### config.mk
export PLATFORM = sky130hd
export DESIGN_NAME = rf_wb_arbiter_flat
export DESIGN_NICKNAME = d
export VERILOG_FILES = /design/src/rtl/rf_arb_pkg.sv /design/src/rtl/rf_wb_arbiter_if.sv /design/src/rtl/rr_arbiter.sv /design/src/rtl/rf_wb_arbiter.sv /design/src/flat_wrapper.sv
export SDC_FILE = /design/constraint.sdc
export NUM_CORES = 1
export LEC_CHECK = 0
export CAP_MARGIN = 20
export CORE_ASPECT_RATIO = 1.2
export CORE_MARGIN = 3
export CORE_UTILIZATION = 33
export DETAILED_ROUTE_END_ITERATION = 8
export GPL_TIMING_DRIVEN = 1
export PLACE_DENSITY = 0.9
export SLEW_MARGIN = 0
export SYNTH_ARGS = -nofsm -noshare
export SYNTH_HDL_FRONTEND = slang
export SYNTH_SLANG_ARGS = --single-unit
### constraint.sdc
create_clock -name clk -period 3.5 [get_ports clk]
set_input_delay 0.35 -clock clk [delete_from_list [all_inputs] [get_ports clk]]
set_output_delay 0.35 -clock clk [all_outputs]
set_load 0.03 [all_outputs]
### src/rtl/rf_arb_pkg.sv
// rtl/rf_arb_pkg.sv - shared constants for the register-file writeback arbiter
//
// Purpose : default geometry of the writeback arbiter, the hard-wired zero
//           register address and the helper that sizes the round-robin pointer.
// Ports   : none (package)
package rf_arb_pkg;

   localparam int NREQ_DEF = 3;
   localparam int AW_DEF   = 5;
   localparam int DW_DEF   = 32;

   // Register 0 is hard-wired; writes to it are acknowledged but dropped.
   localparam logic [4:0] REG_ZERO = 5'd0;

   // Pointer width for a given requester count; never narrower than 1 bit.
   function automatic int ptr_w(input int n);
      return (n > 1) ? $clog2(n) : 1;
   endfunction

   localparam int PTR_W_DEF = ptr_w(NREQ_DEF);

endpackage

### src/rtl/rf_wb_arbiter_if.sv
// rtl/rf_wb_arbiter_if.sv - requester and register-file bus of the writeback arbiter
//
// Purpose : bundles the per-requester valid/ready handshake, the registered
//           register-file write port and the forwarding lookup.
// Signals : wb_stall, req_valid[NREQ], req_addr[NREQ*AW], req_data[NREQ*DW],
//           req_ready[NREQ], RFWr, A3[AW], WD[DW], A1/A2[AW],
//           fwd1_hit/fwd2_hit, fwd1_data/fwd2_data[DW]
// Modports: master - requesters and read stage (drive requests, read results)
//           slave  - the arbiter itself
interface rf_wb_arbiter_if
   import rf_arb_pkg::*;
#(
   parameter int NREQ = NREQ_DEF,
   parameter int AW   = AW_DEF,
   parameter int DW   = DW_DEF
);

   logic               wb_stall;
   logic [NREQ-1:0]    req_valid;
   logic [NREQ*AW-1:0] req_addr;
   logic [NREQ*DW-1:0] req_data;
   logic [NREQ-1:0]    req_ready;
   logic               RFWr;
   logic [AW-1:0]      A3;
   logic [DW-1:0]      WD;
   logic [AW-1:0]      A1;
   logic [AW-1:0]      A2;
   logic               fwd1_hit;
   logic               fwd2_hit;
   logic [DW-1:0]      fwd1_data;
   logic [DW-1:0]      fwd2_data;

   modport master (
      output wb_stall, req_valid, req_addr, req_data, A1, A2,
      input  req_ready, RFWr, A3, WD, fwd1_hit, fwd2_hit, fwd1_data, fwd2_data
   );

   modport slave (
      input  wb_stall, req_valid, req_addr, req_data, A1, A2,
      output req_ready, RFWr, A3, WD, fwd1_hit, fwd2_hit, fwd1_data, fwd2_data
   );

endinterface

### src/rtl/rr_arbiter.sv
// rtl/rr_arbiter.sv - combinational round-robin (or fixed-priority) grant picker
//
// Purpose : picks at most one requester per cycle. Round-robin searches from
//           ptr_i upward modulo NREQ; with RF_ARB_FIXED_PRIO_EN defined the
//           lowest index wins and ptr_i is ignored.
// Ports   : req_i[NREQ]   request vector
//           ptr_i[PW]     search start index
//           en_i          grant enable (low blocks every grant)
//           gnt_o[NREQ]   one-hot grant, or zero
//           gnt_idx_o[PW] index of the granted requester (0 when none)
//           gnt_any_o     a grant was issued
// Macro   : RF_ARB_FIXED_PRIO_EN
module rr_arbiter
   import rf_arb_pkg::*;
#(
   parameter int NREQ = NREQ_DEF,
   parameter int PW   = ptr_w(NREQ)
) (
   input  logic [NREQ-1:0] req_i,
   input  logic [PW-1:0]   ptr_i,
   input  logic            en_i,
   output logic [NREQ-1:0] gnt_o,
   output logic [PW-1:0]   gnt_idx_o,
   output logic            gnt_any_o
);

`ifdef RF_ARB_FIXED_PRIO_EN
   logic unused_ptr;
   assign unused_ptr = ^ptr_i;

   always_comb begin
      gnt_o     = '0;
      gnt_idx_o = '0;
      gnt_any_o = 1'b0;
      // Walk downward so the lowest requesting index is the last writer.
      for (int i = NREQ - 1; i >= 0; i--) begin
         if (en_i && req_i[i]) begin
            gnt_o     = '0;
            gnt_o[i]  = 1'b1;
            gnt_idx_o = PW'(i);
            gnt_any_o = 1'b1;
         end
      end
   end
`else
   always_comb begin
      int   idx;
      logic found;
      gnt_o     = '0;
      gnt_idx_o = '0;
      gnt_any_o = 1'b0;
      idx       = 0;
      found     = 1'b0;
      for (int k = 0; k < NREQ; k++) begin
         idx = (int'(ptr_i) + k) % NREQ;
         if (en_i && !found && req_i[idx]) begin
            gnt_o[idx] = 1'b1;
            gnt_idx_o  = PW'(idx);
            found      = 1'b1;
         end
      end
      gnt_any_o = found;
   end
`endif

endmodule

### src/rtl/rf_wb_arbiter.sv
// rtl/rf_wb_arbiter.sv - shares the register-file write port between writeback requesters
//
// Purpose : grants one requester per cycle (round-robin by default), registers
//           the winner into a single output stage that drives RFWr/A3/WD, and
//           forwards the pending stage write to the two read addresses.
// Ports   : clk      rising-edge clock
//           rst      asynchronous reset, active low
//           bus      rf_wb_arbiter_if.slave: wb_stall, req_valid/addr/data,
//                    req_ready, RFWr, A3, WD, A1, A2, fwd1/2_hit, fwd1/2_data
// Macro   : RF_ARB_FIXED_PRIO_EN - fixed priority, no round-robin pointer
module rf_wb_arbiter
   import rf_arb_pkg::*;
#(
   parameter int NREQ = NREQ_DEF,
   parameter int AW   = AW_DEF,
   parameter int DW   = DW_DEF
) (
   input  logic             clk,
   input  logic             rst,
   rf_wb_arbiter_if.slave   bus
);

   localparam int PW = ptr_w(NREQ);

   logic [NREQ-1:0] gnt;
   logic [PW-1:0]   gnt_idx;
   logic            gnt_any;
   logic [PW-1:0]   ptr;
   logic [AW-1:0]   sel_addr;
   logic [DW-1:0]   sel_data;

   logic            rfwr_q, rfwr_d;
   logic [AW-1:0]   a3_q, a3_d;
   logic [DW-1:0]   wd_q, wd_d;

   // Gating the enable with rst keeps every req_ready low while reset is held,
   // so no requester believes it handed off a write that the stage discards.
   rr_arbiter #(.NREQ(NREQ), .PW(PW)) u_arb (
      .req_i     (bus.req_valid),
      .ptr_i     (ptr),
      .en_i      (rst && !bus.wb_stall),
      .gnt_o     (gnt),
      .gnt_idx_o (gnt_idx),
      .gnt_any_o (gnt_any)
   );

   assign bus.req_ready = gnt;

`ifdef RF_ARB_FIXED_PRIO_EN
   logic unused_idx;
   assign unused_idx = ^gnt_idx;
   assign ptr        = '0;
`else
   logic [PW-1:0] ptr_q, ptr_d;

   always_comb begin
      ptr_d = ptr_q;
      if (gnt_any) begin
         ptr_d = (gnt_idx == PW'(NREQ - 1)) ? '0 : gnt_idx + PW'(1);
      end
   end

   always_ff @(posedge clk or negedge rst) begin
      if (!rst) begin
         ptr_q <= '0;
      end else begin
         ptr_q <= ptr_d;
      end
   end

   assign ptr = ptr_q;
`endif

   // AND-OR mux of the winning requester's payload; grant is one-hot or zero.
   always_comb begin
      sel_addr = '0;
      sel_data = '0;
      for (int i = 0; i < NREQ; i++) begin
         if (gnt[i]) begin
            sel_addr = sel_addr | bus.req_addr[i*AW +: AW];
            sel_data = sel_data | bus.req_data[i*DW +: DW];
         end
      end
   end

   // A granted write to register 0 is acknowledged but leaves the stage idle,
   // and A3/WD keep their old contents so forwarding never sees register 0.
   always_comb begin
      rfwr_d = gnt_any && (sel_addr != AW'(REG_ZERO));
      a3_d   = rfwr_d ? sel_addr : a3_q;
      wd_d   = rfwr_d ? sel_data : wd_q;
   end

   always_ff @(posedge clk or negedge rst) begin
      if (!rst) begin
         rfwr_q <= 1'b0;
         a3_q   <= '0;
         wd_q   <= '0;
      end else begin
         rfwr_q <= rfwr_d;
         a3_q   <= a3_d;
         wd_q   <= wd_d;
      end
   end

   assign bus.RFWr = rfwr_q;
   assign bus.A3   = a3_q;
   assign bus.WD   = wd_q;

   // Bypass for readers in the same cycle the stage writes the register file.
   assign bus.fwd1_hit  = rfwr_q && (bus.A1 == a3_q) && (bus.A1 != AW'(REG_ZERO));
   assign bus.fwd2_hit  = rfwr_q && (bus.A2 == a3_q) && (bus.A2 != AW'(REG_ZERO));
   assign bus.fwd1_data = bus.fwd1_hit ? wd_q : '0;
   assign bus.fwd2_data = bus.fwd2_hit ? wd_q : '0;

endmodule

### src/flat_wrapper.sv
// flat-port wrapper written by rule: the top's interface ports become plain ports
module rf_wb_arbiter_flat import rf_arb_pkg::*;
#(
   parameter int NREQ = NREQ_DEF,
   parameter int AW   = AW_DEF,
   parameter int DW   = DW_DEF
)
  (clk, rst, bus_wb_stall, bus_req_valid, bus_req_addr, bus_req_data, bus_A1, bus_A2, bus_req_ready, bus_RFWr, bus_A3, bus_WD, bus_fwd1_hit, bus_fwd2_hit, bus_fwd1_data, bus_fwd2_data);
  rf_wb_arbiter_if #(.NREQ(NREQ), .AW(AW), .DW(DW)) bus_i ();
  input  logic clk;
  input  logic rst;
  input wire logic [$bits(bus_i.wb_stall)-1:0] bus_wb_stall;
  input wire logic [$bits(bus_i.req_valid)-1:0] bus_req_valid;
  input wire logic [$bits(bus_i.req_addr)-1:0] bus_req_addr;
  input wire logic [$bits(bus_i.req_data)-1:0] bus_req_data;
  input wire logic [$bits(bus_i.A1)-1:0] bus_A1;
  input wire logic [$bits(bus_i.A2)-1:0] bus_A2;
  output wire logic [$bits(bus_i.req_ready)-1:0] bus_req_ready;
  output wire logic [$bits(bus_i.RFWr)-1:0] bus_RFWr;
  output wire logic [$bits(bus_i.A3)-1:0] bus_A3;
  output wire logic [$bits(bus_i.WD)-1:0] bus_WD;
  output wire logic [$bits(bus_i.fwd1_hit)-1:0] bus_fwd1_hit;
  output wire logic [$bits(bus_i.fwd2_hit)-1:0] bus_fwd2_hit;
  output wire logic [$bits(bus_i.fwd1_data)-1:0] bus_fwd1_data;
  output wire logic [$bits(bus_i.fwd2_data)-1:0] bus_fwd2_data;
  assign bus_i.wb_stall = bus_wb_stall;
  assign bus_i.req_valid = bus_req_valid;
  assign bus_i.req_addr = bus_req_addr;
  assign bus_i.req_data = bus_req_data;
  assign bus_i.A1 = bus_A1;
  assign bus_i.A2 = bus_A2;
  assign bus_req_ready = bus_i.req_ready;
  assign bus_RFWr = bus_i.RFWr;
  assign bus_A3 = bus_i.A3;
  assign bus_WD = bus_i.WD;
  assign bus_fwd1_hit = bus_i.fwd1_hit;
  assign bus_fwd2_hit = bus_i.fwd2_hit;
  assign bus_fwd1_data = bus_i.fwd1_data;
  assign bus_fwd2_data = bus_i.fwd2_data;
  rf_wb_arbiter #(.NREQ(NREQ), .AW(AW), .DW(DW)) u_core (.clk(clk), .rst(rst), .bus(bus_i));
endmodule
==> impl_metrics.csv, run 1 <==
group,metric,value,unit
global_routing,global_route.overflow_total,0,
sta,setup_viol,0,
global_routing,number_of_global_route_vias_before_repair,3850,
placement,postPlaceCellArea,5200,um2
clocking,cts_resized,0,
placement,dpl.cell_count,655,
route,wirelength,12900,um
run_status,status,"complete, no violations",
critical_path,critPathLaunchType,"flop",
power_and_ir_drop,share_comb_of_total_power,0.646,
power_and_ir_drop,internal_power,1570,uW
power_and_ir_drop,p_switching,1380,uW
critical_path,worstSetupEndpointType,"output port",
final_layout,num-nets-final,679,
floorplanning,floorplan.die.width,91.4,um
route,ant_nets,0,
floorplanning,ios,234,
final_layout,post_route_cells_drive_above_1_share,0.177,
clocking,clk-insertion-delay-late,290,ps
route,drtPass1Iterations,8,
power_and_ir_drop,power_leakage,0.00216,uW
power_and_ir_drop,power_density,555,nW/um2
placement,port_buffers,233,
critical_path,worst_ep_required_time,3150,ps
sta,max_freq,308,MHz
synthesis,dominantRegCellSynth,"dfrtp_1",
final_layout,n_antenna_cell,0,
sta,hold_violation_count_in_the_final_report,0,
synthesis,postSynthNetCount,457,
clocking,cts.clk_slew.worst_paths,80,ps
worst_hold_path,min-delay-path-class,"in2async",
placement,dp.final_hpwl,10200,um
synthesis,async_flop_share,1.00,
synthesis,synth_top_cells_by_area,"dfrtp_1 (35%), a222oi_1 (13%), mux2i_1 (12%)",
placement,finalWeightedCongestion,0.871,
clocking,clock_buffer_count_from_cts,5,
synthesis,synth-seq-area-share,0.347,
route,drc_violation_total_after_the_first_tritonroute_iteration,306,
power_and_ir_drop,power_switching_share,0.468,
sta,final_period_minus_worst_setup_slack,3240,ps
synthesis,ys_types,41,
critical_path,critical_path_peak_fanout,7,
power_and_ir_drop,seq_power_share,0.227,
final_layout,n_fill_cell,671,
sta,rsz0062_at_grt,"false",
floorplanning,core_area,8330,um2
synthesis,synth-seq-cells,40,
clocking,clk_root_buffer_cell,"clkbuf_8",
floorplanning,placement_rows,36,
synthesis,synth_top_area_cell,"dfrtp_1",
synthesis,synth.avg_cell_area,8.85,um2
clocking,cts_tree,"built",
synthesis,post_synth_instance_area,2890,um2
synthesis,most_instantiated_library_cell_after_synthesis,"nor3_1",
sta,tns,0,ps
sta,share_of_the_cycle_needed_by_the_critical_path_after_routing,0.926,
critical_path,critPathArrivalTime,2890,ps
global_routing,grt_start_max_net_pins,42,
clocking,number_of_clock_sinks,40,
clocking,htree_num_levels,2,
final_layout,multi_input_area,1650,um2
clocking,clock_tree.buffer_depth,2,
final_layout,seqCellArea,1000,um2
sta,hold_slack,157,ps
critical_path,timing.reg2reg.worst_path_depth,11,
global_routing,grt_use_total,0.247,
sta,timing_worst_slew_pin_value,531,ps
sta,maxSlewHeadroom,0.646,
power_and_ir_drop,ir_drop,0.429,mV
power_and_ir_drop,fin_total_pwr,2950,uW
final_layout,final_cell_area,5310,um2
final_layout,area_delta_synth_final,84.1,%
floorplanning,die_height,108,um
synthesis,syn-instance-count,326,
synthesis,ys.warnings.count,0,
clocking,cts_post_setup_buffers_inserted,0,
route,vias,3656,
synthesis,ys_top_cells_by_count,"nor3_1 (68), inv_1 (42), dfrtp_1 (40), a222oi_1 (37), mux2i_1 (36)",
route,vias_per_cell,5.51,
sta,maxSlewViolCount,0,
route,drc,0,
flow_run,drv_cap,0,
synthesis,netlist.area_leader.share,0.347,
global_routing,grt_first_pass_wirelength,19300,um
sta,fin_skew,9.10,ps
final_layout,post_layout_nonfiller_instances,663,
global_routing,antenna_found_initial,0,
clocking,hold_buffers,0,
power_and_ir_drop,p_clk_frac,0.127,
critical_path,setup.worst_path.class,"reg2out",
route,final_routed_wire_length_divided_by_cell_count,19.4,um
floorplanning,initial_core_util,0.346,
floorplanning,die_area,9910,um2
synthesis,number_of_synthesized_flops_with_an_enable_pin,0,
## worst paths after layout
path | startpoint | slack (ps) | end
min in group clk | u_core.ptr[1] | 550 | u_core.ptr[1]
setup reg to reg | u_core.ptr[1] | 440 | u_core.bus.WD[31]
max in group asynchronous | rst | 2980 | u_core.bus.A3[3]
hold / removal | rst | 160 | u_core.bus.WD[11]
setup / recovery | u_core.ptr[1] | 260 | bus_req_ready[0]
hold reg to reg | u_core.ptr[1] | 550 | u_core.ptr[1]
## per-stage QoR
stage / setup slack (ps) / utilization
finish: 258 / 0.637
CTS: 269 / 0.637
global placement: 472 / 0.624
floorplan: 797 / -
global route: 142 / 0.637
detailed placement: 318 / 0.624
## cell type report
type                            count  share of cell area
Inverter                           42              0.0297
Clock inverter                      3             0.00801
Sequential cell                    40               0.188
Timing Repair Buffer              245               0.424
Clock buffer                        5              0.0130
Tap cell                          114              0.0269
Multi-Input combinational cell    214               0.310
## placed cells by master, fill, tap and decap left out, drive strengths merged, types with 2 or more instances in the layout
| cell | Yosys | layout |
|---|---|---|
| nor3 | 68 | 68 |
| nor2 | 3 | 3 |
| a222oi | 37 | 37 |
| nand4 | 3 | 3 |
| nand2b | 3 | 3 |
| nor2b | 3 | 3 |
| mux2 | 2 | 2 |
| or2 | 2 | 2 |
| nand3b | 2 | 2 |
| nand2 | 6 | 6 |
| a221oi | 2 | 2 |
| inv | 42 | 42 |
| o2bb2ai | 2 | 2 |
| dfrtp | 40 | 40 |
| and3 | 2 | 2 |
| xnor2 | 2 | 2 |
| clkdlybuf4s50 | 0 | 166 |
| nand3 | 3 | 3 |
| buf | 5 | 79 |
| xor2 | 6 | 6 |
| ha | 4 | 4 |
| a21oi | 3 | 3 |
| mux2i | 36 | 36 |
| o21ai | 12 | 12 |
| clkbuf | 25 | 5 |
## layer usage
layer | global-route usage | routed length [um] | up-vias
met1 | 0.269 | 4810 | 1734
met5 | 0 | 0 | -
met4 | 0.0722 | 216 | 0
met3 | 0.0647 | 1140 | 21
li1 | - | - | 1676
met2 | 0.468 | 6700 | 225
## kinds of logic after synthesis
family | synth area share
flops | 0.347
compound gates | 0.193
buf+inv | 0.103
simple gates | 0.182
mux | 0.134
fa+ha+maj | 0.0173
xor+xnor | 0.0243
## power groups by stage
stage	clock (uW)	combinational, uW	sequential, uW
2_1_floorplan	0	1060	835
3_3_place_gp	0	1850	672
3_5_place_dp	0	1890	676
4_1_cts	387	1890	670
5_1_grt	405	2030	683
6_report	373	1900	670
## critical path, cell delays in order, from the launching register on
cell and delay (ps):
dfrtp_1 420, inv_1 100, ha_1 330, mux2_4 350, mux2i_1 250, nand4_1 190, a21oi_4 250, clkdlybuf4s50_1 710
## sequential cells by signal, indices dropped and copies added, names as in the netlist
name,cells
u_core.bus.WD,32
u_core.bus.A3,5
u_core.ptr,2
u_core.bus.RFWr,1
Note: power is estimated with default switching activity, not from simulation.
==> inputs of run 2 (changes only) <==
--- a/config.mk
+++ b/config.mk
@@ -12,6 +12,7 @@
 export DETAILED_ROUTE_END_ITERATION = 8
 export GPL_TIMING_DRIVEN = 1
 export PLACE_DENSITY = 0.9
+export RECOVER_POWER = 25
 export SLEW_MARGIN = 0
 export SYNTH_ARGS = -nofsm -noshare
 export SYNTH_HDL_FRONTEND = slang
==> impl_metrics.csv, run 2 (same netlist as run 1, synthesis figures left out) <==
group,metric,value,unit
sta,setup_slack,247,ps
sta,maxSlewViolCount,0,
critical_path,worstPathCellList,"inv_1, ha_1, mux2_4, mux2i_1, nand4_1, a21oi_4, clkdlybuf4s50_1",
placement,dpl.cell_count,655,
final_layout,num-nets-final,679,
critical_path,setup.worst_path.class,"reg2out",
sta,fin_skew,8.77,ps
critical_path,worst_ep_required_time,3150,ps
clocking,clk_root_buffer_cell,"clkbuf_8",
clocking,cts_tree,"built",
final_layout,mostFrequentLayoutCell,"clkdlybuf4s50_1",
placement,place_ws,318,ps
floorplanning,ios,234,
floorplanning,die_area,9910,um2
clocking,htree_num_levels,2,
placement,postPlaceCellArea,5200,um2
sta,maxSlewHeadroom,0.644,
critical_path,crit_path_start,"u_core.ptr[1]",
final_layout,largest_register_ffs,32,
floorplanning,initial_core_util,0.346,
sta,share_of_the_cycle_needed_by_the_critical_path_after_routing,0.929,
critical_path,worst-r2r-setup-slack,430,ps
clocking,cts_resized,0,
final_layout,layout.cells.most_common_list,"clkdlybuf4s50_1 (160), buf_4 (78), nor3_1 (68)",
clocking,cts_post_setup_buffers_inserted,0,
clocking,clock_tree.buffer_depth,2,
placement,finalWeightedCongestion,0.871,
global_routing,grt_first_pass_wirelength,19300,um
floorplanning,core_area,8330,um2
run_status,status,"finished with violations",
route,wirelength,12900,um
critical_path,critical_path_peak_fanout,7,
floorplanning,die_height,108,um
power_and_ir_drop,ir_drop,0.429,mV
power_and_ir_drop,power_leakage,0.00218,uW
run_status,failed_checks,"DRC",
sta,timing_worst_slew_pin_value,535,ps
global_routing,grt_use_total,0.247,
global_routing,antenna_found_initial,0,
sta,max_freq,307,MHz
clocking,cts.clk_slew.worst_paths,80,ps
clocking,number_of_clock_sinks,40,
route,vias,3681,
placement,dp.final_hpwl,10200,um
critical_path,endpoint,"bus_req_ready[0]",
worst_hold_path,min-delay-path-class,"in2async",
critical_path,critPathLaunchType,"flop",
sta,final_period_minus_worst_setup_slack,3250,ps
critical_path,timing.rr.end,"u_core.bus.WD[17]",
global_routing,global_route.overflow_total,0,
route,drtPass1Iterations,9,
global_routing,number_of_global_route_vias_before_repair,3850,
flow_run,drv_cap,0,
placement,port_buffers,233,
global_routing,grt_start_max_net_pins,42,
clocking,clock_buffer_count_from_cts,5,
route,ant_nets,0,
route,final_routed_wire_length_divided_by_cell_count,19.4,um
route,drc_violation_total_after_the_first_tritonroute_iteration,333,
final_layout,post_route_cells_drive_above_1_share,0.175,
floorplanning,floorplan.die.width,91.4,um
critical_path,timing.reg2reg.worst_path_depth,11,
route,drc,3,
critical_path,worstSetupEndpointType,"output port",
sta,rsz0062_at_grt,"false",
final_layout,post_layout_nonfiller_instances,663,
final_layout,n_antenna_cell,0,
sta,tns,0,ps
critical_path,slowest_cell_on_crit_path,"clkdlybuf4s50_1",
sta,hold_violation_count_in_the_final_report,0,
floorplanning,placement_rows,36,
final_layout,final_cell_area,5310,um2
sta,setup_viol,0,
power_and_ir_drop,power_density,554,nW/um2
route,vias_per_cell,5.55,
critical_path,worst_r2r_startpoint,"u_core.ptr[1]",
critical_path,crit_path_max_incr_delay,710,ps
critical_path,critPathArrivalTime,2900,ps
clocking,hold_buffers,0,
clocking,clk-insertion-delay-late,290,ps
final_layout,area_delta_synth_final,84.0,%
run 2: cell count changes in the layout (fill, tap and decap cells not counted):
cell             change
buf_2                -1
clkbuf_1             +1
clkdlybuf4s50_1      -6
dlygate4sd3_1        +6
run 2: final cells by class:
class,instances,area [um2]
fillers,672,3020
well taps,114,143
clock buffers,5,68.8
flip-flops and latches,40,1000
multi-input cells,214,1650
repair buffers,245,2250
inverters,42,158
clock inverters,3,42.5
run 2: routing by layer:
layer	GRT usage	share of wire	vias to the layer above
met5	0	0	-
li1	-	-	1676
met1	0.269	0.37	1761
met3	0.0647	0.085	19
met4	0.0722	0.015	0
met2	0.468	0.53	225
run 2: worst max-delay path: cells and delay by family (launching register included):
kind                     cells  cell delay [ps]
multiplexers                 2              600
buffers and inverters        2              810
AO/OA/AOI/OAI                1              250
AND/OR/NAND/NOR              1              200
adder cells (fa/ha/maj)      1              340
flip-flops                   1              420
run 2: stage by stage:
stage / power, uW / hold slack [ps] / util
after global routing: 3110 / 257 / 0.637
after detailed placement: 2570 / 506 / 0.624
after global placement: 2520 / 490 / 0.624
final: 2940 / 198 / 0.637
after floorplan: 1900 / 54.4 / -
after CTS: 2950 / 179 / 0.637
run 2: how the worst min path moves through the flow:
stage                     startpoint                end  slack, ps  cells after the start
final                            rst  u_core.bus.WD[11]        200                      2
after global routing             rst   u_core.bus.WD[8]        260                      2
after CTS                        rst   u_core.bus.WD[8]        180                      2
after detailed placement         rst   u_core.bus.WD[6]        510                      2
after global placement           rst   u_core.bus.WD[5]        490                      2
after floorplan                  rst   u_core.bus.A3[0]         50                      0
run 2: report_power, final:
part           switching, uW  internal [uW]  total [uW]
registers               97.7            572         669
logic                   1120            782        1900
clock network            161            211         372
total                   1380           1560        2940
